--- src/rtl/neuron_seq_ctrl.sv ---
// rtl/neuron_seq_ctrl.sv - chunk sequencer, pipeline-drain capture and quantized activation for the 16-input neuron
module neuron_seq_ctrl #(
  parameter int NUM_CHUNKS = 49,
  parameter int CIDX_W     = 6,
  parameter int PIPE_LAT   = 6,
  parameter int FRAC_SHIFT = 8,
  parameter int OUT_W      = 8
) (
  input  logic                     Clk,
  input  logic                     GlobalReset,
  input  logic                     Start,
  input  logic                     Abort,
  input  logic signed [25:0]       Acc_In,
  output logic                     Neuron_Reset,
  output logic                     Feed_En,
  output logic [CIDX_W-1:0]        Chunk_Idx,
  output logic                     Busy,
  output logic                     Done,
  output logic signed [25:0]       Result,
  output logic [OUT_W-1:0]         Result_Q
);

  localparam int DW = (PIPE_LAT > 1) ? $clog2(PIPE_LAT) : 1;
  localparam logic [CIDX_W-1:0]  LAST_CHUNK = CIDX_W'(NUM_CHUNKS - 1);
  localparam logic [DW-1:0]      DRAIN_LOAD = DW'(PIPE_LAT - 1);
  localparam logic signed [25:0] Q_LIMIT    = 26'(2 ** OUT_W);

  typedef enum logic [1:0] {IDLE, FEED, DRAIN} state_t;

  state_t              state, state_next;
  logic [CIDX_W-1:0]   chunk_next;
  logic [DW-1:0]       drain_cnt, drain_next;
  logic                capture;
  logic signed [25:0]  shifted;
  logic [OUT_W-1:0]    q_next;

  always_comb begin
    state_next = state;
    chunk_next = Chunk_Idx;
    drain_next = drain_cnt;
    capture    = 1'b0;
    case (state)
      IDLE: begin
        chunk_next = '0;
        if (Start) state_next = FEED;
      end
      FEED: begin
        chunk_next = Chunk_Idx + 1'b1;
        if (Chunk_Idx == LAST_CHUNK) begin
          state_next = DRAIN;
          chunk_next = '0;
          drain_next = DRAIN_LOAD;
        end
      end
      DRAIN: begin
        // Acc_In holds the complete sum only in the final drain cycle
        if (drain_cnt == '0) begin
          capture    = 1'b1;
          state_next = IDLE;
        end else begin
          drain_next = drain_cnt - 1'b1;
        end
      end
      default: state_next = IDLE;
    endcase
    if (Abort) begin
      state_next = IDLE;
      chunk_next = '0;
      capture    = 1'b0;
    end
  end

  always_comb begin
    shifted = Acc_In >>> FRAC_SHIFT;
    q_next  = shifted[OUT_W-1:0];
    if (Acc_In[25])
      q_next = '0;
    else if (shifted >= Q_LIMIT)
      q_next = '1;
  end

  // Control outputs are registered from the next state so they are glitch-free for the neuron
  always_ff @(posedge Clk) begin
    if (GlobalReset) begin
      state        <= IDLE;
      Neuron_Reset <= 1'b1;
      Feed_En      <= 1'b0;
      Chunk_Idx    <= '0;
      Busy         <= 1'b0;
      Done         <= 1'b0;
      drain_cnt    <= '0;
      Result       <= '0;
      Result_Q     <= '0;
    end else begin
      state        <= state_next;
      Neuron_Reset <= (state_next == IDLE);
      Feed_En      <= (state_next == FEED);
      Busy         <= (state_next != IDLE);
      Chunk_Idx    <= chunk_next;
      drain_cnt    <= drain_next;
      Done         <= capture;
      if (capture) begin
        Result   <= Acc_In;
        Result_Q <= q_next;
      end
    end
  end

endmodule

--- config.mk ---
export PLATFORM = sky130hd
export DESIGN_NAME = neuron_seq_ctrl
export DESIGN_NICKNAME = d
export VERILOG_FILES = /design/src/rtl/neuron_seq_ctrl.sv
export SDC_FILE = /design/constraint.sdc
export NUM_CORES = 1
export LEC_CHECK = 0
export CORE_MARGIN = 2
export CORE_UTILIZATION = 50
export CTS_BUF_LIST = sky130_fd_sc_hd__clkbuf_8
export CTS_CLUSTER_SIZE = 30
export DETAILED_ROUTE_END_ITERATION = 16
export PLACE_DENSITY = 0.94
export SLEW_MARGIN = 10
export SYNTH_ARGS = -nofsm -noshare
export SYNTH_HDL_FRONTEND = slang
export SYNTH_SLANG_ARGS = --single-unit
export TNS_END_PERCENT = 1
--- constraint.sdc ---
create_clock -name Clk -period 3.1 [get_ports Clk]
set_input_delay 0.93 -clock Clk [delete_from_list [all_inputs] [get_ports Clk]]
set_output_delay 0.93 -clock Clk [all_outputs]
set_load 0.02 [all_outputs]
; Yosys cells after proc, flatten, opt, wreduce, memory -nomap -nowiden
; Index checks and enable logic that the tools add are counted.
[totals]
out_inout_bits = 44
input_bits = 30
reg_bits = 49
word_cells = 41
[classes]
n_eq_ne = 6
order_cmp = 1
add_sub_neg = 2
n_mux = 15
n_reduce_logical = 8
[op_table]
columns = operator, count
row1 = 18-bit by 10-bit greater-or-equal comparator with 1-bit output (second input constant), 1
row2 = 8-bit two-way mux, 2
row3 = 6-bit case mux with 2 select lines, 1
row4 = 2-bit two-way mux, 4
row5 = 6-bit by 1-bit adder with 6-bit output (second input constant), 1
row6 = 6-bit == test (second input constant), 1
row7 = 3-bit two-way mux, 2
row8 = 6-bit two-way mux, 1
row9 = 2-bit case mux with 3 select lines, 1
row10 = 3-bit case mux with 2 select lines, 1
row11 = 2-bit nonzero test, 3
row12 = 2-bit by 1-bit == test with 1-bit output (second input constant), 2
row13 = 2-bit zero test, 2
row14 = 2-bit inequality test (second input constant), 2
row15 = 3-bit zero test, 1
row16 = 1-bit two-way mux, 3
row17 = 3-bit AND reduction, 1
row18 = 3-bit by 1-bit subtractor with 3-bit output (second input constant), 1
row19 = 2-bit == test (second input constant), 1
row20 = 2-bit OR reduction, 1

; Logic depth before layout (Yosys ltp)
; Gate-level depths: netlist of the first run.
[logic_depth]
ltp_word = 5
mapped_depth = 7

; Worst setup path after synthesis of the first run
; OpenSTA, ideal clock, no wires.
[synth_timing]
kind = input port to flip-flop
start = in Acc_In[21]
end = reg Result_Q[7]
required_time_ns = 2.969
setup_time_ns = 0.131
n_path_buf = 1
slack_ns = 1.104
stages = 4
t_arrival_ns = 1.865
cell_sequence = or4_1 clkbuf_1 nor3_1 o32ai_1
[synth_via]
elab_chain_cells = 3
[synth_rtl]
columns = element, line
row1 = start: declaration, 13  ; input logic signed [25:0] Acc_In,
row2 = 18-bit by 10-bit greater-or-equal comparator with 1-bit output, 78  ; else if (shifted >= Q_LIMIT)
row3 = 8-bit two-way mux, 78
row4 = 8-bit two-way mux, 76  ; if (Acc_In[25])
row5 = end signal: assignment, 104  ; Result_Q <= q_next;
row6 = end: declaration, 20  ; output logic [OUT_W-1:0] Result_Q
; No other way between the ends.
; A chain may end at the register's enable or synchronous reset.

; Worst setup path in the final report of the first run
[layout_timing]
start = reg Chunk_Idx[3]
end = out Chunk_Idx[3]
[layout_lines]
columns = element, line
row1 = start: declaration, 16  ; output logic [CIDX_W-1:0] Chunk_Idx,
row2 = start signal: assignment, 99  ; Chunk_Idx <= chunk_next;
; No word-level cell between the ends.

==> summary.md, run 1 <==
| Metric | Value |
|---|---|
| First-pass GRT wire length | `9510 um` |
| Utilization after layout | `73.7%` |
| Initial antenna violation count | `0` |
| Cell row count | `23` |
| Hold depth | `2` |
| Clock skew | `6.95 ps` |
| Max-Cap Viols | `0` |
| XOR/XNOR share of the synthesized area | `0%` |
| Post-synth EDFFs | `0` |
| Most common cell after layout, fill and taps aside | `clkdlybuf4s50_1` |
| Non-Filler Instances | `366` |
| CP max stage delay | `680 ps` |
| Multiplexer share of the synthesized area | `0%` |
| Critical Path Start Type | `flop` |
| Synth Warn # | `0` |
| Starting Density | `52.5%` |
| Most frequent cells in the layout | `clkdlybuf4s50_1 (73), dfxtp_1 (49), a21oi_1 (32), o21ai_0 (29), nand3_1 (28)` |
| Setup_tns | `0 ps` |
| Die area | `4770 um2` |
| Fin. max-slew vios | `0` |
| Slowest-stage cell, CP | `clkdlybuf4s50_1` |
| Core region area | `4030 um2` |
| Synth cell types | `34` |
| Total setup buffers inserted after CTS | `0` |
| Hold Path End | `Result[12]` |
| H-tree levels | `2` |
| Met3 global-route usage | `5.41%` |
| Grt ovf | `0` |
| Reg2reg end | `Result_Q[4]` |
| P_leak | `0.000939 uW` |
| Final Setup Violations | `0` |
| CTS tree | `yes` |
| Post-route ant nets | `0` |
| Diodes inserted | `0` |
| Die height | `69.1 um` |
| Synth Instances | `251` |
| Cell Area, Synth | `2120 um2` |
| Pwr dens | `368 nW/um2` |
| GRT busiest layer | `met2` |
| Hold_ws | `480 ps` |
| Layout cell share with drive strength beyond 1 | `6.01%` |
| Critical path endpoint category | `output pin` |
| Largest net degree at the start of global routing | `27` |
| Num CTS Buffers | `5` |
| Met2 usage | `42.0%` |
| Peak supply drop | `0.212 mV` |
| Adder-cell share of the synthesized area | `2.36%` |
| Top FF cell, synth | `dfxtp_1` |
| Final hold viol count | `0` |
| Path type of the worst setup path | `reg -> out` |
| Synth Area in Compound Gates | `24.3%` |
| Worst-skew pair later-pin latency | `300 ps` |
| RSZ-0062 raised after global routing | `no` |
| GRT met1 Usage | `29.3%` |
| Crit path cell chain | `clkdlybuf4s50_1` |
| Total track usage | `24.3%` |
| Outcome | `finished, final reports clean` |
| Max Freq | `0.403 GHz` |
| # DRC | `0` |
| CTS sink cnt | `49` |
| Port Buffers | `73` |
| Syn_area_per_cell | `8.43 um2` |
| Crit path DAT | `1550 ps` |
| Avg WL per Cell | `16.1 um` |
| Clk root buf | `clkbuf_8` |
| DR iter-0 viols | `340` |
| Total power draw | `1090 uW` |
| Placed cell count | `358` |
| Cts hold-fix bufs | `0` |
| Main combinational cell family by area after synthesis | `compound AO/OA/AOI/OAI gates` |
| DRT Pass-1 Iters | `5` |
| Die Wd | `69.1 um` |
| RR Startpoint | `drain_cnt[0]` |
| Crit path max fanout | `12` |
| Reg2reg path depth | `5` |
| GPL Wtd Cong | `0.805` |
| Register bit total from synthesis | `49` |
| Worst rel slew slack | `62.8%` |
| Routed WL | `5900 um` |
| Kind of cell adding the most delay to the critical path | `buffers and inverters` |
| Final worst path period need | `2480 ps` |
| Via count | `2207` |
| I/O pin total | `74` |
| Layout overhead on the synthesized area | `40.3%` |
| Crit path required time | `2170 ps` |
| Hpwl dp | `4210 um` |
| Post-CTS Resized | `0` |
| CP bufs+invs | `1` |
| Avg Vias per Cell | `6.03` |
| Post-Syn Nets | `285` |
| Worst min path class | `reg -> reg` |
| Reg2reg setup slack | `970 ps` |
| Post-synthesis sequential area ratio | `46.3%` |
| CTS Buffer Depth | `2` |
| Number of global-route vias before repair | `2042` |
| Worst slew pin tran | `555 ps` |
| Worst-path clk slew | `90 ps` |
| HP Start | `Result[12]` |
| Final #Nets | `349` |
| Synth async-reset ratio | `0%` |
| Final clock period utilization by the worst path | `79.9%` |
| Synth Area in Simple Gates | `20.1%` |
-- cell type report --
| class | instances | area (um2) |
|---|---|---|
| Fill cell | 307 | 1060 |
| Inverter | 14 | 52.6 |
| Clock buffer | 5 | 68.8 |
| Tap cell | 50 | 62.6 |
| Sequential cell | 49 | 981 |
| Timing Repair Buffer | 80 | 783 |
| Multi-Input combinational cell | 165 | 1000 |
| Clock inverter | 3 | 17.5 |
-- kinds of logic after synthesis --
group,after synthesis
simple gates,74
compound gates,87
flops,49
buf+inv,37
fa+ha+maj,4
-- metal layers --
| layer | vias up | wire (um) |
|---|---|---|
| met3 | 12 | 514 |
| li1 | 1052 | - |
| met2 | 107 | 3000 |
| met1 | 1036 | 2290 |
| met5 | - | 0 |
| met4 | 0 | 91 |
-- synthesized netlist by cell type, drive strengths merged, types with 2 or more instances --
master | instances | area share, %
dfxtp | 49 | 46
a21oi | 32 | 7.6
o21ai | 30 | 7.1
nand3 | 28 | 6.6
clkbuf | 16 | 2.8
inv | 13 | 2.3
or4 | 11 | 3.9
nor3 | 9 | 2.1
o32ai | 9 | 3.7
buf | 7 | 1.6
nand2 | 6 | 1.1
ha | 4 | 2.4
nor2 | 4 | 0.71
nor2b | 4 | 1.2
o211ai | 4 | 1.4
a211oi | 3 | 1.1
a31oi | 3 | 0.89
nand2b | 3 | 0.89
or2 | 2 | 0.59
or3 | 2 | 0.59
-- power by group --
part	total (uW)	leakage [uW]	internal [uW]	switching, uW
Combinational	92.4	0.000499	47.4	45.1
Clock	365	0.0000439	156	209
Sequential	635	0.000395	631	3.34
Total	1090	0.000939	835	257
-- sequential cells by signal, summed over array words and instances (netlist names) --
name,flops
state,2
Done,1
Result,26
drain_cnt,3
Neuron_Reset,1
Chunk_Idx,6
Busy,1
Result_Q,8
Feed_En,1
-- per-stage QoR --
step / setup slack (ps) / instance area [um2]
floorplan: 1100 / 2120
finish: 622 / 2970
detailed placement: 529 / 2880
global route: 574 / 2970
CTS: 621 / 2970
global placement: 615 / 2880
-- how the worst max path moves through the flow --
stage	end	from	slack, ps	depth (start not counted)
3_3_place_gp	Result_Q[4]	Abort	620	4
2_1_floorplan	Result_Q[7]	Acc_In[21]	1100	4
3_5_place_dp	Result_Q[4]	Acc_In[21]	530	4
4_1_cts	Chunk_Idx[3]	Chunk_Idx[3]	620	1
5_1_grt	Chunk_Idx[3]	Chunk_Idx[3]	570	1
6_report	Chunk_Idx[3]	Chunk_Idx[3]	620	1
No activity file was read; power rests on OpenSTA's default activity.
==> inputs of run 2 (changes only) <==
CORE_UTILIZATION = 46   (was 50)
PLACE_DENSITY = 0.88   (was 0.94)
clock period = 2.3 ns   (was 3.1 ns; I/O delays follow)
==> summary.md, run 2 (synthesized netlist as in run 1, its figures left out) <==
| Metric | Value |
|---|---|
| Crit path DAT | `1360 ps` |
| Reg2reg setup slack | `540 ps` |
| Die area | `5160 um2` |
| Path type of the worst setup path | `reg -> out` |
| Max Freq | `0.489 GHz` |
| Largest net degree at the start of global routing | `30` |
| Worst slew pin tran | `500 ps` |
| DRT Pass-1 Iters | `4` |
| Clock Power Share | `33.6%` |
| Reg2reg path depth | `4` |
| Diodes inserted | `0` |
| GPL Wtd Cong | `0.807` |
| Core region area | `4380 um2` |
| Cell row count | `24` |
| Worst rel slew slack | `66.6%` |
| Hold Path End | `Result[13]` |
| Biggest regs | `Result x26, Result_Q x8, Chunk_Idx x6` |
| Reg power frac | `58.1%` |
| Crit path required time | `1610 ps` |
| Critical path endpoint category | `output pin` |
| Final #Nets | `350` |
| Worst min path class | `reg -> reg` |
| RR Startpoint | `state[1]` |
| Reg with most FFs | `Result` |
| Layout overhead on the synthesized area | `40.8%` |
| Via count | `2152` |
| Routed WL | `5600 um` |
| Avg Vias per Cell | `5.85` |
| Int Power | `1150 uW` |
| Hold depth | `2` |
| Starting Density | `48.3%` |
| Port Buffers | `73` |
| Final Setup Violations | `0` |
| Avg WL per Cell | `15.2 um` |
| Total track usage | `22.0%` |
| H-tree levels | `2` |
| P_leak | `0.000949 uW` |
| Reg2reg end | `Result_Q[4]` |
| Total setup buffers inserted after CTS | `0` |
| Hpwl dp | `3910 um` |
| Most frequent cells in the layout | `clkdlybuf4s50_1 (73), dfxtp_1 (49), a21oi_1 (32), o21ai_0 (29), nand3_1 (28)` |
| Post-place instance area | `2890 um2` |
| I/O pin total | `74` |
| CTS Buffer Depth | `2` |
| P_sw | `324 uW` |
| Crit path cell chain | `clkdlybuf4s50_1` |
| Post-route ant nets | `0` |
| Final clock period utilization by the worst path | `88.9%` |
| Final instance area | `2980 um2` |
| Max-Cap Viols | `0` |
| CTS sink cnt | `49` |
| Total power draw | `1470 uW` |
| Flip-flop count of the largest register after layout | `26` |
| Fin. max-slew vios | `0` |
| Fillcell total | `361` |
| Clock skew | `7.27 ps` |
| Pwr dens | `494 nW/um2` |
| Number of global-route vias before repair | `2061` |
| Placed cell count | `361` |
| Layout cell share with drive strength beyond 1 | `5.70%` |
| Most common cell after layout, fill and taps aside | `clkdlybuf4s50_1` |
| Crit path max fanout | `6` |
| Setup_tns | `0 ps` |
| DR iter-0 viols | `206` |
| Num CTS Buffers | `5` |
| Initial antenna violation count | `0` |
| HP Start | `Result[13]` |
| Slowest-stage cell, CP | `clkdlybuf4s50_1` |
| Post-CTS Resized | `0` |
| Non-Filler Instances | `368` |
| Cts hold-fix bufs | `0` |
| Worst-path clk slew | `80 ps` |
| Kind of cell adding the most delay to the critical path | `buffers and inverters` |
| CP max stage delay | `640 ps` |
| Clk root buf | `clkbuf_8` |
| First-pass GRT wire length | `9210 um` |
| Outcome | `finished, final reports clean` |
| Critical Path Start Type | `flop` |
| # DRC | `0` |
| Grt ovf | `0` |
| Die Wd | `71.8 um` |
| Sw Ratio | `22.0%` |
| Peak supply drop | `0.302 mV` |
| Worst-skew pair later-pin latency | `290 ps` |
| Die height | `71.8 um` |
| Final worst path period need | `2050 ps` |
| CTS tree | `yes` |
| Final hold viol count | `0` |
| RSZ-0062 raised after global routing | `no` |
| Gate power share | `8.4%` |
| CP bufs+invs | `1` |
==> run 2: changes by cell type in the layout (fill, tap and decap cells not counted) <==
cell,change
inv_1,+1
clkbuf_8,+1
clkinvlp_4,-1
clkinv_2,-2
buf_4,+1
==> run 2: stage by stage <==
| stage | setup WS (ps) | hold WS (ps) | utilization, % |
|---|---|---|---|
| after CTS | 245 | 482 | 68.0 |
| final | 255 | 479 | 68.0 |
| after global placement | 70.8 | 461 | 66.0 |
| after global routing | 183 | 505 | 68.0 |
| after detailed placement | 29.7 | 470 | 66.0 |
| after floorplan | 544 | 481 | - |
==> run 2: layer usage <==
metal  wire length (um)  track usage (%)  up-vias
li1                   -                -     1057
met1               2500             27.5     1000
met2               2640             37.4       83
met3                366             5.20       12
met4                 93             7.34        0
met5                  0                0        -
==> run 2: cell type report <==
class,instances,area (um2),share of cell area (%)
clock buffers,6,82.6,2.77
clock inverters,1,3.75,0.126
inverters,14,52.6,1.76
multi-input cells,165,1000,33.7
flip-flops and latches,49,981,32.9
well taps,52,65.1,2.18
repair buffers,81,791,26.5
==> run 2: how the worst max path moves through the flow <==
| stage | startpoint | endpoint | depth (start not counted) |
|---|---|---|---|
| 3_3_place_gp | Acc_In[21] | Result_Q[7] | 4 |
| 4_1_cts | Chunk_Idx[4] | Chunk_Idx[4] | 1 |
| 6_report | Chunk_Idx[4] | Chunk_Idx[4] | 1 |
| 2_1_floorplan | Acc_In[21] | Result_Q[7] | 4 |
| 5_1_grt | Chunk_Idx[5] | Chunk_Idx[5] | 1 |
| 3_5_place_dp | Acc_In[21] | Result_Q[5] | 4 |
==> run 2: power by group through the flow <==
stage	logic (uW)	clock network, uW	registers (uW)
after detailed placement	121	0	875
after floorplan	42.3	0	877
after CTS	122	499	855
after global placement	120	0	875
final	123	495	855
after global routing	132	539	856
==> RTL edit (flow settings as in run 1) <==
Put one more register stage on the output `Chunk_Idx`. The value now appears one clock later. The other outputs are not delayed to match.
--- a/src/rtl/neuron_seq_ctrl.sv
+++ b/src/rtl/neuron_seq_ctrl.sv
@@ -28,4 +28,6 @@
   typedef enum logic [1:0] {IDLE, FEED, DRAIN} state_t;
 
+  logic [CIDX_W-1:0] Chunk_Idx_s0;
+
   state_t              state, state_next;
   logic [CIDX_W-1:0]   chunk_next;
@@ -37,5 +39,5 @@
   always_comb begin
     state_next = state;
-    chunk_next = Chunk_Idx;
+    chunk_next = Chunk_Idx_s0;
     drain_next = drain_cnt;
     capture    = 1'b0;
@@ -46,6 +48,6 @@
       end
       FEED: begin
-        chunk_next = Chunk_Idx + 1'b1;
-        if (Chunk_Idx == LAST_CHUNK) begin
+        chunk_next = Chunk_Idx_s0 + 1'b1;
+        if (Chunk_Idx_s0 == LAST_CHUNK) begin
           state_next = DRAIN;
           chunk_next = '0;
@@ -86,5 +88,5 @@
       Neuron_Reset <= 1'b1;
       Feed_En      <= 1'b0;
-      Chunk_Idx    <= '0;
+      Chunk_Idx_s0 <= '0;
       Busy         <= 1'b0;
       Done         <= 1'b0;
@@ -97,5 +99,5 @@
       Feed_En      <= (state_next == FEED);
       Busy         <= (state_next != IDLE);
-      Chunk_Idx    <= chunk_next;
+      Chunk_Idx_s0 <= chunk_next;
       drain_cnt    <= drain_next;
       Done         <= capture;
@@ -107,4 +109,8 @@
   end
 
+  always_ff @(posedge Clk) begin
+    Chunk_Idx <= Chunk_Idx_s0;
+  end
+
 endmodule
 
Behaviour: not the same (Yosys sat finds a counterexample within 4 cycles, from zero or initial values and one cycle with GlobalReset high).
==> RTL edit against run 1 <==
- sequential power rose by 12%
- die area shrank 3.5%
- maximum frequency up 12%
- sequential share of layout area rose by 5.2 points
- sequential cell count increased by 6
- largest power group unchanged
- routed wire length down 22%
- critical path type unchanged
- combinational power decreased by 25%
- largest cell class is now sequential cells
- core utilization shrank 1.2 points
- worst setup slack gained 0.27 ns
- synthesized area fell by 3.7%
- via count is 18% lower
- power up 5.1%
- design area fell by 3.0%
==> RTL edit: results (changes against run 1) <==
Outcome:
- The run finished with clean final reports.

Route:
- The number of optimization iterations in the first detailed-route pass is 4 (-1).
- The average wire length per cell after detail routing is 13.0 um (-20%).
- The post-route met1 wirelength was 1.97 mm (-14%).
- The met3 wire length is 322 um (-37%).

Global routing:
- The met3 track demand over resource in global routing is 6.74% (+1.3 points).
- The met2 demand-to-capacity share in global routing is 35.0% (-6.9 points).
- The met1 usage in global routing was 24.9% (-4.4 points).
- The pin count of the biggest net entering global routing is 36 (+33%).
- The global-route wire length before repair came to 7.23 mm (-24%).

Yosys:
- Yosys attributes the largest share of cell area to sky130_fd_sc_hd__dfxtp_1, sky130_fd_sc_hd__nand2_1, sky130_fd_sc_hd__a21oi_1.
- The number of instances in the synthesized netlist was 236 (-6.0%).
- The sequential cell area fraction in the yosys report is 54.0% (+7.7 points).
- The number of distinct library cells after synthesis is 33 (-2.9%).

Layout:
- The share of layout cells above drive strength 1 was 5.21% (-0.80 points).
- The number of fill cells is 318 (+3.6%).
- Compared with the post-synthesis result, the final layout area differs by 41.3%.
- In the final layout, the registers with the most flip-flops are Result: 26 flops, Result_Q: 8 flops.
- The non-filler instance count after layout came to 357 (-2.5%).

Power and ir drop:
- The peak supply drop is 0.429 mV (+100%).
- The net switching power is 244 uW (-5.2%).
- The sequential-cell power consumption is 711 uW (+12%).
- The proportion of total power due to net switching is 21.2% (-2.3 points).
- The leakage power total is 0.986 nW (+5.1%).

Timing:
- The final setup skew was 0.00433 ns (-0.00262 ns).
- The transition time at the pin with the least slew margin was 0.408 ns (-0.148 ns).

Place:
- The final estimated routing congestion in global placement is 0.812 (+0.86%).
- The HPWL reported at the end of detailed placement is 3.35 mm (-20%).
- The instance area after placement is 2800 um2 (-3.0%).

Critical path:
- The depth of the worst register-to-register path is 6 (+1).
- The critical path data arrival time is 1.27 ns (-0.28 ns).
- The largest driver fanout on the critical path is 2 (-10).
- The largest stage delay on the critical path is 0.61 ns (-0.07 ns).
[RTL edit: kinds of logic after synthesis]
group	Yosys count	synth area share, %
XOR/XNOR	1	0.430
buffers and inverters	19	4.30
AO/OA/AOI/OAI	52	14.1
multiplexers	1	0.491
flip-flops	55	54.0
AND/OR/NAND/NOR	104	24.2
adder cells (fa/ha/maj)	4	2.46
[RTL edit: path summary, 6_finish.rpt]
check	startpoint	endpoint	slack (ns)
setup reg to reg	drain_cnt[0]	Result_Q[6]	1.33
hold reg to reg	Chunk_Idx_s0[0]	Chunk_Idx[0]	0.39
setup / recovery	Result_Q[0]	Result_Q[0]	0.90
hold / removal	Chunk_Idx_s0[0]	Chunk_Idx[0]	0.39
[RTL edit: final cells by class]
cell class,count,area share (%)
clock inverter,3,0.434
tap,50,2.17
timing repair buffer,77,26.4
clock buffer,5,2.39
sequential,55,38.2
multi-input combinational,162,29.7
inverter,5,0.652
